`config.mk`:
```
export PLATFORM = sky130hd
export DESIGN_NAME = depacketizer_2_flat
export DESIGN_NICKNAME = d
export VERILOG_FILES = /design/src/rtl/depacketizer_2_if.sv /design/src/rtl/depacketizer_2.sv /design/src/flat_wrapper.sv
export SDC_FILE = /design/constraint.sdc
export NUM_CORES = 1
export LEC_CHECK = 0
export BUFFER_PORTS_ARGS = -buffer_cell sky130_fd_sc_hd__buf_2
export CAP_MARGIN = 20
export CORE_MARGIN = 2
export CORE_UTILIZATION = 45
export CTS_CLUSTER_DIAMETER = 100
export CTS_CLUSTER_SIZE = 30
export DETAILED_ROUTE_END_ITERATION = 6
export GPL_TIMING_DRIVEN = 0
export PLACE_DENSITY = 0.69
export SYNTH_ARGS = -nofsm -noshare
export SYNTH_HDL_FRONTEND = slang
export SYNTH_SLANG_ARGS = --single-unit
```
`constraint.sdc`:
```
create_clock -name clk -period 7.55 [get_ports clk]
set_input_delay 0.755 -clock clk [delete_from_list [all_inputs] [get_ports clk]]
set_output_delay 0.755 -clock clk [all_outputs]
set_load 0.03 [all_outputs]
```
`src/rtl/depacketizer_2_if.sv`:
```
// Flit-input / packet-output bundle of depacketizer_2.
// The slave modport is the depacketizer side; master is the NoC/sink side.
interface depacketizer_2_if #(
  parameter int unsigned ADDRESS_WIDTH    = 4,
  parameter int unsigned VC_ADDRESS_WIDTH = 1,
  parameter int unsigned WIDTH_IN         = 36,
  parameter int unsigned WIDTH_OUT        = 56
);
  logic [WIDTH_IN-1:0]         data_in;
  logic                        valid_in;
  logic                        ready_out;
  logic [WIDTH_OUT-1:0]        data_out;
  logic [ADDRESS_WIDTH-1:0]    dst_out;
  logic [VC_ADDRESS_WIDTH-1:0] vc_out;
  logic                        valid_out;
  logic                        ready_in;
  logic                        error_out;

  modport master (
    output data_in, valid_in, ready_in,
    input  ready_out, data_out, dst_out, vc_out, valid_out, error_out
  );

  modport slave (
    input  data_in, valid_in, ready_in,
    output ready_out, data_out, dst_out, vc_out, valid_out, error_out
  );
endinterface

```
`src/rtl/depacketizer_2.sv`:
```
// Reassembles a head flit plus an optional tail body flit into one wide word
// with destination and VC sideband; malformed flit sequences pulse error_out.
module depacketizer_2 #(
  parameter int unsigned ADDRESS_WIDTH    = 4,
  parameter int unsigned VC_ADDRESS_WIDTH = 1,
  parameter int unsigned WIDTH_IN         = 36,
  parameter int unsigned WIDTH_OUT        = 56
) (
  input  logic            clk,
  input  logic            rst,
  depacketizer_2_if.slave bus
);
  localparam int unsigned HEAD_W = WIDTH_IN - 3 - ADDRESS_WIDTH - VC_ADDRESS_WIDTH;
  localparam int unsigned BODY_W = WIDTH_IN - 3 - VC_ADDRESS_WIDTH;
  localparam int unsigned CAT_W  = HEAD_W + BODY_W;
  localparam int unsigned DROP_W = CAT_W - WIDTH_OUT;

  typedef enum logic {IDLE, BODY} state_t;

  state_t                      state;
  logic [HEAD_W-1:0]           hold_payload;
  logic [ADDRESS_WIDTH-1:0]    hold_dst;
  logic [VC_ADDRESS_WIDTH-1:0] hold_vc;
  logic [WIDTH_OUT-1:0]        data_q;
  logic [ADDRESS_WIDTH-1:0]    dst_q;
  logic [VC_ADDRESS_WIDTH-1:0] vc_q;
  logic                        valid_q;
  logic                        error_q;

  logic                        ready;
  logic                        accept;
  logic                        flit_valid;
  logic                        is_head;
  logic                        is_tail;
  logic [VC_ADDRESS_WIDTH-1:0] f_vc;
  logic [ADDRESS_WIDTH-1:0]    f_dst;
  logic [HEAD_W-1:0]           head_payload;
  logic [BODY_W-1:0]           body_payload;
  logic [WIDTH_OUT-1:0]        single_word;
  logic [WIDTH_OUT-1:0]        joined_word;

  // Flit field decode (head and body views overlap on the same bits)
  assign flit_valid   = bus.data_in[WIDTH_IN-1];
  assign is_head      = bus.data_in[WIDTH_IN-2];
  assign is_tail      = bus.data_in[WIDTH_IN-3];
  assign f_vc         = bus.data_in[WIDTH_IN-4 -: VC_ADDRESS_WIDTH];
  assign f_dst        = bus.data_in[WIDTH_IN-4-VC_ADDRESS_WIDTH -: ADDRESS_WIDTH];
  assign head_payload = bus.data_in[HEAD_W-1:0];
  assign body_payload = bus.data_in[BODY_W-1:0];

  // Head payload MSB-first followed by body payload; keep the top WIDTH_OUT bits
  assign single_word = WIDTH_OUT'({head_payload, {BODY_W{1'b0}}} >> DROP_W);
  assign joined_word = WIDTH_OUT'({hold_payload, body_payload} >> DROP_W);

  assign ready  = !valid_q || bus.ready_in;
  assign accept = bus.valid_in && ready;

  assign bus.ready_out = ready;
  assign bus.data_out  = data_q;
  assign bus.dst_out   = dst_q;
  assign bus.vc_out    = vc_q;
  assign bus.valid_out = valid_q;
  assign bus.error_out = error_q;

  always_ff @(posedge clk or posedge rst) begin
    if (rst) begin
      state        <= IDLE;
      hold_payload <= '0;
      hold_dst     <= '0;
      hold_vc      <= '0;
      data_q       <= '0;
      dst_q        <= '0;
      vc_q         <= '0;
      valid_q      <= 1'b0;
      error_q      <= 1'b0;
    end else begin
      error_q <= 1'b0;
      if (valid_q && bus.ready_in) begin
        valid_q <= 1'b0;
      end
      // A completing packet overrides the clear above, reloading the output
      if (accept && flit_valid) begin
        if (is_head) begin
          if (state == BODY) begin
            error_q <= 1'b1;
          end
          if (is_tail) begin
            data_q  <= single_word;
            dst_q   <= f_dst;
            vc_q    <= f_vc;
            valid_q <= 1'b1;
            state   <= IDLE;
          end else begin
            hold_payload <= head_payload;
            hold_dst     <= f_dst;
            hold_vc      <= f_vc;
            state        <= BODY;
          end
        end else if (state == IDLE) begin
          error_q <= 1'b1;
        end else if (is_tail) begin
          data_q  <= joined_word;
          dst_q   <= hold_dst;
          vc_q    <= hold_vc;
          valid_q <= 1'b1;
          state   <= IDLE;
        end else begin
          error_q <= 1'b1;
        end
      end
    end
  end
endmodule

```
`src/flat_wrapper.sv`:
```
// flat-port wrapper written by rule: the top's interface ports become plain ports
module depacketizer_2_flat 
#(
  parameter int unsigned ADDRESS_WIDTH    = 4,
  parameter int unsigned VC_ADDRESS_WIDTH = 1,
  parameter int unsigned WIDTH_IN         = 36,
  parameter int unsigned WIDTH_OUT        = 56
)
  (clk, rst, bus_data_in, bus_valid_in, bus_ready_in, bus_ready_out, bus_data_out, bus_dst_out, bus_vc_out, bus_valid_out, bus_error_out);
  depacketizer_2_if #(.ADDRESS_WIDTH(ADDRESS_WIDTH), .VC_ADDRESS_WIDTH(VC_ADDRESS_WIDTH), .WIDTH_IN(WIDTH_IN), .WIDTH_OUT(WIDTH_OUT)) bus_i ();
  input  logic clk;
  input  logic rst;
  input wire logic [$bits(bus_i.data_in)-1:0] bus_data_in;
  input wire logic [$bits(bus_i.valid_in)-1:0] bus_valid_in;
  input wire logic [$bits(bus_i.ready_in)-1:0] bus_ready_in;
  output wire logic [$bits(bus_i.ready_out)-1:0] bus_ready_out;
  output wire logic [$bits(bus_i.data_out)-1:0] bus_data_out;
  output wire logic [$bits(bus_i.dst_out)-1:0] bus_dst_out;
  output wire logic [$bits(bus_i.vc_out)-1:0] bus_vc_out;
  output wire logic [$bits(bus_i.valid_out)-1:0] bus_valid_out;
  output wire logic [$bits(bus_i.error_out)-1:0] bus_error_out;
  assign bus_i.data_in = bus_data_in;
  assign bus_i.valid_in = bus_valid_in;
  assign bus_i.ready_in = bus_ready_in;
  assign bus_ready_out = bus_i.ready_out;
  assign bus_data_out = bus_i.data_out;
  assign bus_dst_out = bus_i.dst_out;
  assign bus_vc_out = bus_i.vc_out;
  assign bus_valid_out = bus_i.valid_out;
  assign bus_error_out = bus_i.error_out;
  depacketizer_2 #(.ADDRESS_WIDTH(ADDRESS_WIDTH), .VC_ADDRESS_WIDTH(VC_ADDRESS_WIDTH), .WIDTH_IN(WIDTH_IN), .WIDTH_OUT(WIDTH_OUT)) u_core (.clk(clk), .rst(rst), .bus(bus_i));
endmodule
```
==> results of run 1 <==
[critical path: cells and delay by family]
family / cells / cell delay, ns
simple gates: 1 / 0.13
buf+inv: 3 / 0.39
[registers in the layout (all words and copies together), names as in the netlist]
name                  cells
u_core.state              1
u_core.bus.data_out      56
u_core.hold_vc            1
u_core.bus.vc_out         1
u_core.hold_dst           4
u_core.hold_payload      28
u_core.bus.error_out      1
u_core.bus.dst_out        4
u_core.bus.valid_out      1
[power breakdown]
group | internal, mW | switching, mW | leakage, nW
Combinational | 0.180 | 0.282 | 1.31
Clock | 0.285 | 0.182 | 0.139
Sequential | 0.629 | 0.0654 | 1.22
Total | 1.09 | 0.529 | 2.68
[placed cells by master, fill, tap and decap left out, types with 2 or more instances in the layout]
cell | Yosys | final
a21oi_1 | 2 | 2
a222oi_1 | 27 | 27
a22o_1 | 28 | 28
a31oi_1 | 5 | 5
and2_1 | 6 | 6
buf_2 | 9 | 112
buf_6 | 4 | 4
bufinv_16 | 0 | 5
clkbuf_1 | 16 | 16
clkbuf_8 | 0 | 9
dfrtp_1 | 97 | 97
inv_1 | 60 | 59
mux2_2 | 30 | 30
mux2i_1 | 3 | 3
nand2_1 | 3 | 3
nor3_1 | 2 | 2
o2bb2ai_1 | 6 | 6
o41ai_1 | 24 | 24
or2_2 | 24 | 24
[per-layer routing]
metal  wire length (um)  part of all wire (%)  GRT usage [%]
met4                119                   1.1          6.653
met3                752                   6.9          3.727
met5                  0                     0              0
met1               4866                    45          30.32
met2               5113                    47          35.88
[stage by stage]
stage	power [mW]	instances
2_1_floorplan	1.023	357
6_report	1.623	605
3_5_place_dp	1.168	590
4_1_cts	1.634	605
5_1_grt	1.703	605
3_3_place_gp	1.150	589
[area by class of cell]
class / instances / area [um2] / area share, %
Multi-Input combinational cell: 170 / 1486 / 28.16
Clock buffer: 9 / 123.9 / 2.347
Buffer: 30 / 153.9 / 2.915
Timing Repair Buffer: 104 / 543.0 / 10.29
Sequential cell: 97 / 2427 / 45.98
Tap cell: 129 / 161.4 / 3.058
Inverter: 60 / 227.7 / 4.314
Clock inverter: 6 / 155.1 / 2.939
[cells by family after synthesis]
| family | Yosys count | synth area share (%) |
|---|---|---|
| AOI/OAI and AO/OA | 95 | 19.64 |
| buffers and inverters | 90 | 8.831 |
| DFF | 97 | 56.54 |
| muxes | 33 | 8.569 |
| and+or+nand+nor | 42 | 6.412 |
[worst paths after layout]
path | startpoint | endpoint | slack (ns) | cells after the start
min in group clk | u_core.bus.data_out[29] | u_core.bus.data_out[29] | 0.49 | 1
worst max-delay path | bus_ready_in | bus_ready_out | 5.51 | 4
max in group asynchronous | rst | u_core.state | 6.40 | 3
worst max register to register | u_core.bus.valid_out | u_core.bus.data_out[33] | 5.62 | 5
worst min register to register | u_core.bus.data_out[29] | u_core.bus.data_out[29] | 0.49 | 1
worst min-delay path | rst | u_core.bus.data_out[23] | 0.46 | 2
==> metrics.md, run 1 <==
| Metric | Value |
|---|---|
| Fin Hold WS | 0.4619 ns |
| GRT overflow | 0 |
| Final core area utilization | 57.13% |
| Layout cells sized above 1 | 40.13% |
| Outcome | finished, final reports clean |
| Initial core utilization | 46.46% |
| Rows | 35 |
| First-pass DRT Iterations | 7 |
| CTS Buffer Depth | 2 |
| Ys flop type | dfrtp_1 |
| WP data required | 6.80 ns |
| Synth warnings | 0 |
| RSZ-0062 raised after global routing | false |
| DRC viols | 0 |
| Number of flops mapped to enable cells by yosys | 0 |
| #FFs+latches synth | 97 |
| CTS clk-pin slew, worst paths | about 0.10 ns |
| Largest net degree at the start of global routing | 50 |
| Slowest stage delay, CP | 0.19 ns |
| Boundary pin count | approximately 100 |
| Post_cts resized | 0 |
| Final net count | 512 |
| Final worst-path cycle share | a little over a quarter |
| Hold Vio Cnt, Final | 0 |
| Die Y-Extent | 101.7 um |
| Vias per cell | ~5.6 |
| Commonest cells post-synth | dfrtp_1 (97), inv_1 (60), mux2_2 (30) |
| H-tree depth | 3 |
| Clk root buf | clkbuf_8 |
| Async set or reset register ratio after synthesis | between 90% and 100% |
| Distinct cells, synth | 28 |
| Clk Latency, worst-skew pair | 0.36 ns |
| Final Cell Area | about 5300 um2 |
| Worst vdd ir | between 150 and 200 uV |
| Syn Inst Count | 357 |
| DP Wirelength | 7.402 mm |
| Initial DRC Count | 309 |
| Largest cells by area after synthesis | dfrtp_1 (57%), mux2_2 (7.9%), a222oi_1 (6.3%) |
| GP Congestion | between 0.8 and 0.9 |
| Vias in the first global route | between 3000 and 4000 |
| FMAX | 489.8 MHz |
| Initial antenna violation count | 0 |
| Net Count, Synth | 397 |
| Global-route usage over all layers | 22.02% |
| Pwr Density | 307.5 nW/um2 |
| CP Launch Type | input port |
| Critical Path Most Common Cell | buf_2 |
| Post-Place Worst Slack | slightly above 5 ns |
| First-pass GRT wire length | 17.66 mm |
| Inserted Clock Buffers | 9 |
| CP max stage cell | buf_2 |
| Synth Area per Inst | 12.02 um2 |
| Worst hold path class | input port to async pin |
| Crit path cell chain | buf_2 > nor2b_2 > inv_1 > buf_2 |
| Setup ws final | 5.508 ns |
| Drt wl/cell | 17.94 um |
| Routed Antenna Nets | 0 |
| Area post-placement | 5000 um2 |
| Count leader, synth | dfrtp_1 |
| Slew headroom | 55.94% |
| Post-Route Setup TNS | 0 ns |
| Setup Skew | 0.01183 ns |
| Least-Margin Pin Slew | approximately 0.66 ns |
| IO buf count | 103 |
| Fill cells | 800 |
| Max Cap Viol | 0 |
| Die area | 10340 um2 |
| Lkg Pwr | 2.678 nW |
| Critical Path AT | 1.29 ns |
| Yosys top cell area share | between 50% and 60% |
| N_diodes | 0 |
| CTS tree | built |
| Dominant cell type by area after synthesis | dfrtp_1 |
| Min Tclk post-route | 2.042 ns |
| Worst Setup End Kind | output port |
| Post-Syn Area | 4293 um2 |
| Final WL | 10.85 mm |
| Post-synthesis sequential area ratio | a little under three fifths |
| P&R area growth vs syn | 22.97% |
| Crit Path Class | input port to output port |
| Core area | 9240 um2 |
| Worst-path maximum fanout | 5 |
| Clock Sink Count | 97 |
| Die W | just over 100 um |
| Total number of vias | 3406 |
| # Post-CTS Setup Buffers | 0 |
| Endpoints failing setup | 0 |
| Final Max Tran Viols | 0 |
| # hold bufs at CTS | 0 |
No activity file was read; power rests on OpenSTA's default activity.
==> run 2: changes to the inputs <==
ABC_AREA = 1   (was unset)
PLACE_DENSITY = 0.71   (was 0.69)
clock period = 1.8 ns   (was 7.55 ns; I/O delays follow)
==> run 2 against run 1 <==
Effect of this change:
- hold slack got worse by 0.40 ns
- final cell count is 40% higher
- setup slack worse by 5.3 ns
==> metrics.md, run 2 <==
| Metric | Value |
|---|---|
| Worst vdd ir | 531.6 uV |
| Final Cell Area | 5381 um2 |
| Clock Sink Count | 97 |
| FMAX | 615.2 MHz |
| Dominant cell type by area after synthesis | dfrtp_1 |
| Fin Hold WS | between 0.06 and 0.07 ns |
| DP Wirelength | roughly 8.3 mm |
| M2 GR Usage | between 30% and 40% |
| GRT overflow | 0 |
| Slew headroom | 62.35% |
| Final Max Tran Viols | 0 |
| Initial antenna violation count | 0 |
| CP Launch Type | flip-flop |
| Post-synthesis adder-cell area fraction | 0% |
| Final Total Pwr | 6.163 mW |
| Distinct cells, synth | 15 |
| Final WL | around 11 mm |
| Post_cts resized | 0 |
| N_diodes | 0 |
| Rows | 36 |
| Vias per cell | 4.913 |
| Xor/xnor cell area share of the yosys netlist | 0% |
| Placed insts | 831 |
| First-pass DRT Iterations | 4 |
| Post-Syn Area | approximately 4500 um2 |
| Layout cells sized above 1 | between 20% and 30% |
| Ys flop type | dfrtp_1 |
| Outcome | finished, final reports clean |
| Min Tclk post-route | 1.626 ns |
| Post-Place Worst Slack | between 0.2 and 0.25 ns |
| Total number of vias | 4156 |
| M1 GR Usage | a little under a third |
| Net Count, Synth | roughly 630 |
| DRC viols | 0 |
| Synth warnings | 0 |
| Core area | around 9700 um2 |
| RSZ-0062 raised after global routing | false |
| GR peak layer | met2 |
| Routed Antenna Nets | 0 |
| CTS Buffer Depth | 2 |
| Setup Skew | 0.01374 ns |
| Count leader, synth | nand2_1 |
| GP Congestion | 0.8007 |
| Drt wl/cell | ~14 um |
| Max reg flops | 56 |
| Global-route usage over all layers | 22.41% |
| Vias in the first global route | 4002 |
| Initial DRC Count | 235 |
| Inserted Clock Buffers | 9 |
| Post-route non-filler standard cell count | 846 |
| P&R area growth vs syn | 20.61% |
| Critical Path AT | between 1.5 and 2 ns |
| Area post-placement | ~5200 um2 |
| Setup ws final | 0.1744 ns |
| Async set or reset register ratio after synthesis | 100.0% |
| Die W | 103.6 um |
| Max Cap Viol | 0 |
| Initial core utilization | between 40% and 50% |
| Number of flops mapped to enable cells by yosys | 0 |
| CTS clk-pin slew, worst paths | about 0.090 ns |
| # Post-CTS Setup Buffers | 0 |
| WP data required | approximately 2.1 ns |
| Worst-path maximum fanout | 10 |
| Endpoints failing setup | 0 |
| Worst Setup End Kind | flip-flop |
| Crit Path Class | flip-flop to flip-flop |
| IO buf count | 103 |
| Die area | about 11000 um2 |
| Hold Vio Cnt, Final | 0 |
| Most frequent cells in the layout | nand2_1 (294), buf_2 (131), dfrtp_1 (97) |
| Largest net degree at the start of global routing | 40 |
| # hold bufs at CTS | 1 |
| GR Layer Usage met3 | 4.091% |
| Largest family of logic cells by synthesized area | simple AND/OR/NAND/NOR gates |
| Final worst-path cycle share | 90.31% |
| CTS tree | built |
| Synth Area in Compound Gates | less than 1% |
| Yosys top cell area share | a little over half |
| Simple-Gate Fraction of Synth Area | 38.53% |
| Least-Margin Pin Slew | between 0.5 and 0.6 ns |
| Die Y-Extent | 103.6 um |
| Lkg Pwr | 3.265 nW |
| First-pass GRT wire length | 19.43 mm |
| Post-Route Setup TNS | 0 ns |
| Mux contribution to synthesized area | 0% |
| Largest cells by area after synthesis | dfrtp_1 (54%), nand2_1 (25%), nand3_1 (11%) |
| Commonest non-fill, non-tap cell in the layout | nand2_1 |
| Boundary pin count | 104 |
| Final net count | 750 |
| Syn Inst Count | 593 |
| Clk Latency, worst-skew pair | 0.36 ns |
| Synth Area per Inst | 7.524 um2 |
| Worst hold path class | input port to flip-flop |
| Clk root buf | clkbuf_8 |
| Post-synthesis sequential area ratio | 54.40% |
| H-tree depth | 3 |
| Pwr Density | 1145 nW/um2 |
| Final core area utilization | between 50% and 60% |
| #FFs+latches synth | 97 |
| Commonest cells post-synth | nand2_1 (294), dfrtp_1 (97), nand3_1 (95) |
-- run 2: cell count changes after synthesis, moves of 6 or more --
cell       before  now
mux2_2         30    0
a22o_1         28    0
nand3_1         1   95
clkbuf_1       16   10
nor2_1          0   30
o41ai_1        24    0
a222oi_1       27    0
buf_2           9   28
inv_1          60   31
or2_2          24    0
nand2_1         3  294
and2_1          6    0
o2bb2ai_1       6    0
-- run 2: cells by family after synthesis --
kind of cell	count (synthesis)
AOI/OAI and AO/OA	3
DFF	97
buffers and inverters	70
and+or+nand+nor	423
-- run 2: report_power, final --
part	switching, mW	internal, mW	leakage [nW]
sequential	0.246	2.64	1.25
clock	0.708	0.664	0.0913
combinational	1.36	0.547	1.93
total	2.31	3.85	3.27
-- run 2: final timing paths --
check / end / slack [ns] / cells after the start / from
worst max-delay path: u_core.bus.data_out[18] / 0.17 / 5 / u_core.bus.valid_out
worst min-delay path: u_core.hold_payload[2] / 0.06 / 3 / bus_data_in[2]
worst max register to register: u_core.bus.data_out[18] / 0.17 / 5 / u_core.bus.valid_out
worst min register to register: u_core.bus.data_out[26] / 0.47 / 2 / u_core.bus.data_out[26]
max in group asynchronous: u_core.hold_payload[12] / 0.55 / 5 / rst
min in group asynchronous: u_core.bus.data_out[54] / 0.42 / 3 / rst
-- run 2: worst max-delay path: stages, from the launching register on --
cell and delay, ns:
dfrtp_1 0.41, a21oi_1 0.36, buf_2 0.30, buf_2 0.27, nand3_1 0.13, nand2_1 0.09
-- run 2: metal layers --
metal | wire length (um) | vias up | share of wire (%)
met1 | 5261 | 1960 | 46
met5 | 0 | - | 0
met4 | 163 | 0 | 1.4
met3 | 759 | 14 | 6.6
met2 | 5304 | 131 | 46
li1 | - | 2051 | -
-- run 2: area by class of cell --
class	instances	area, um2
Buffer	38	177.7
Multi-Input combinational cell	426	1737
Timing Repair Buffer	106	565.5
Inverter	32	123.9
Tap cell	133	166.4
Clock buffer	11	141.4
Clock inverter	3	42.54
Fill cell	957	4303
Sequential cell	97	2427
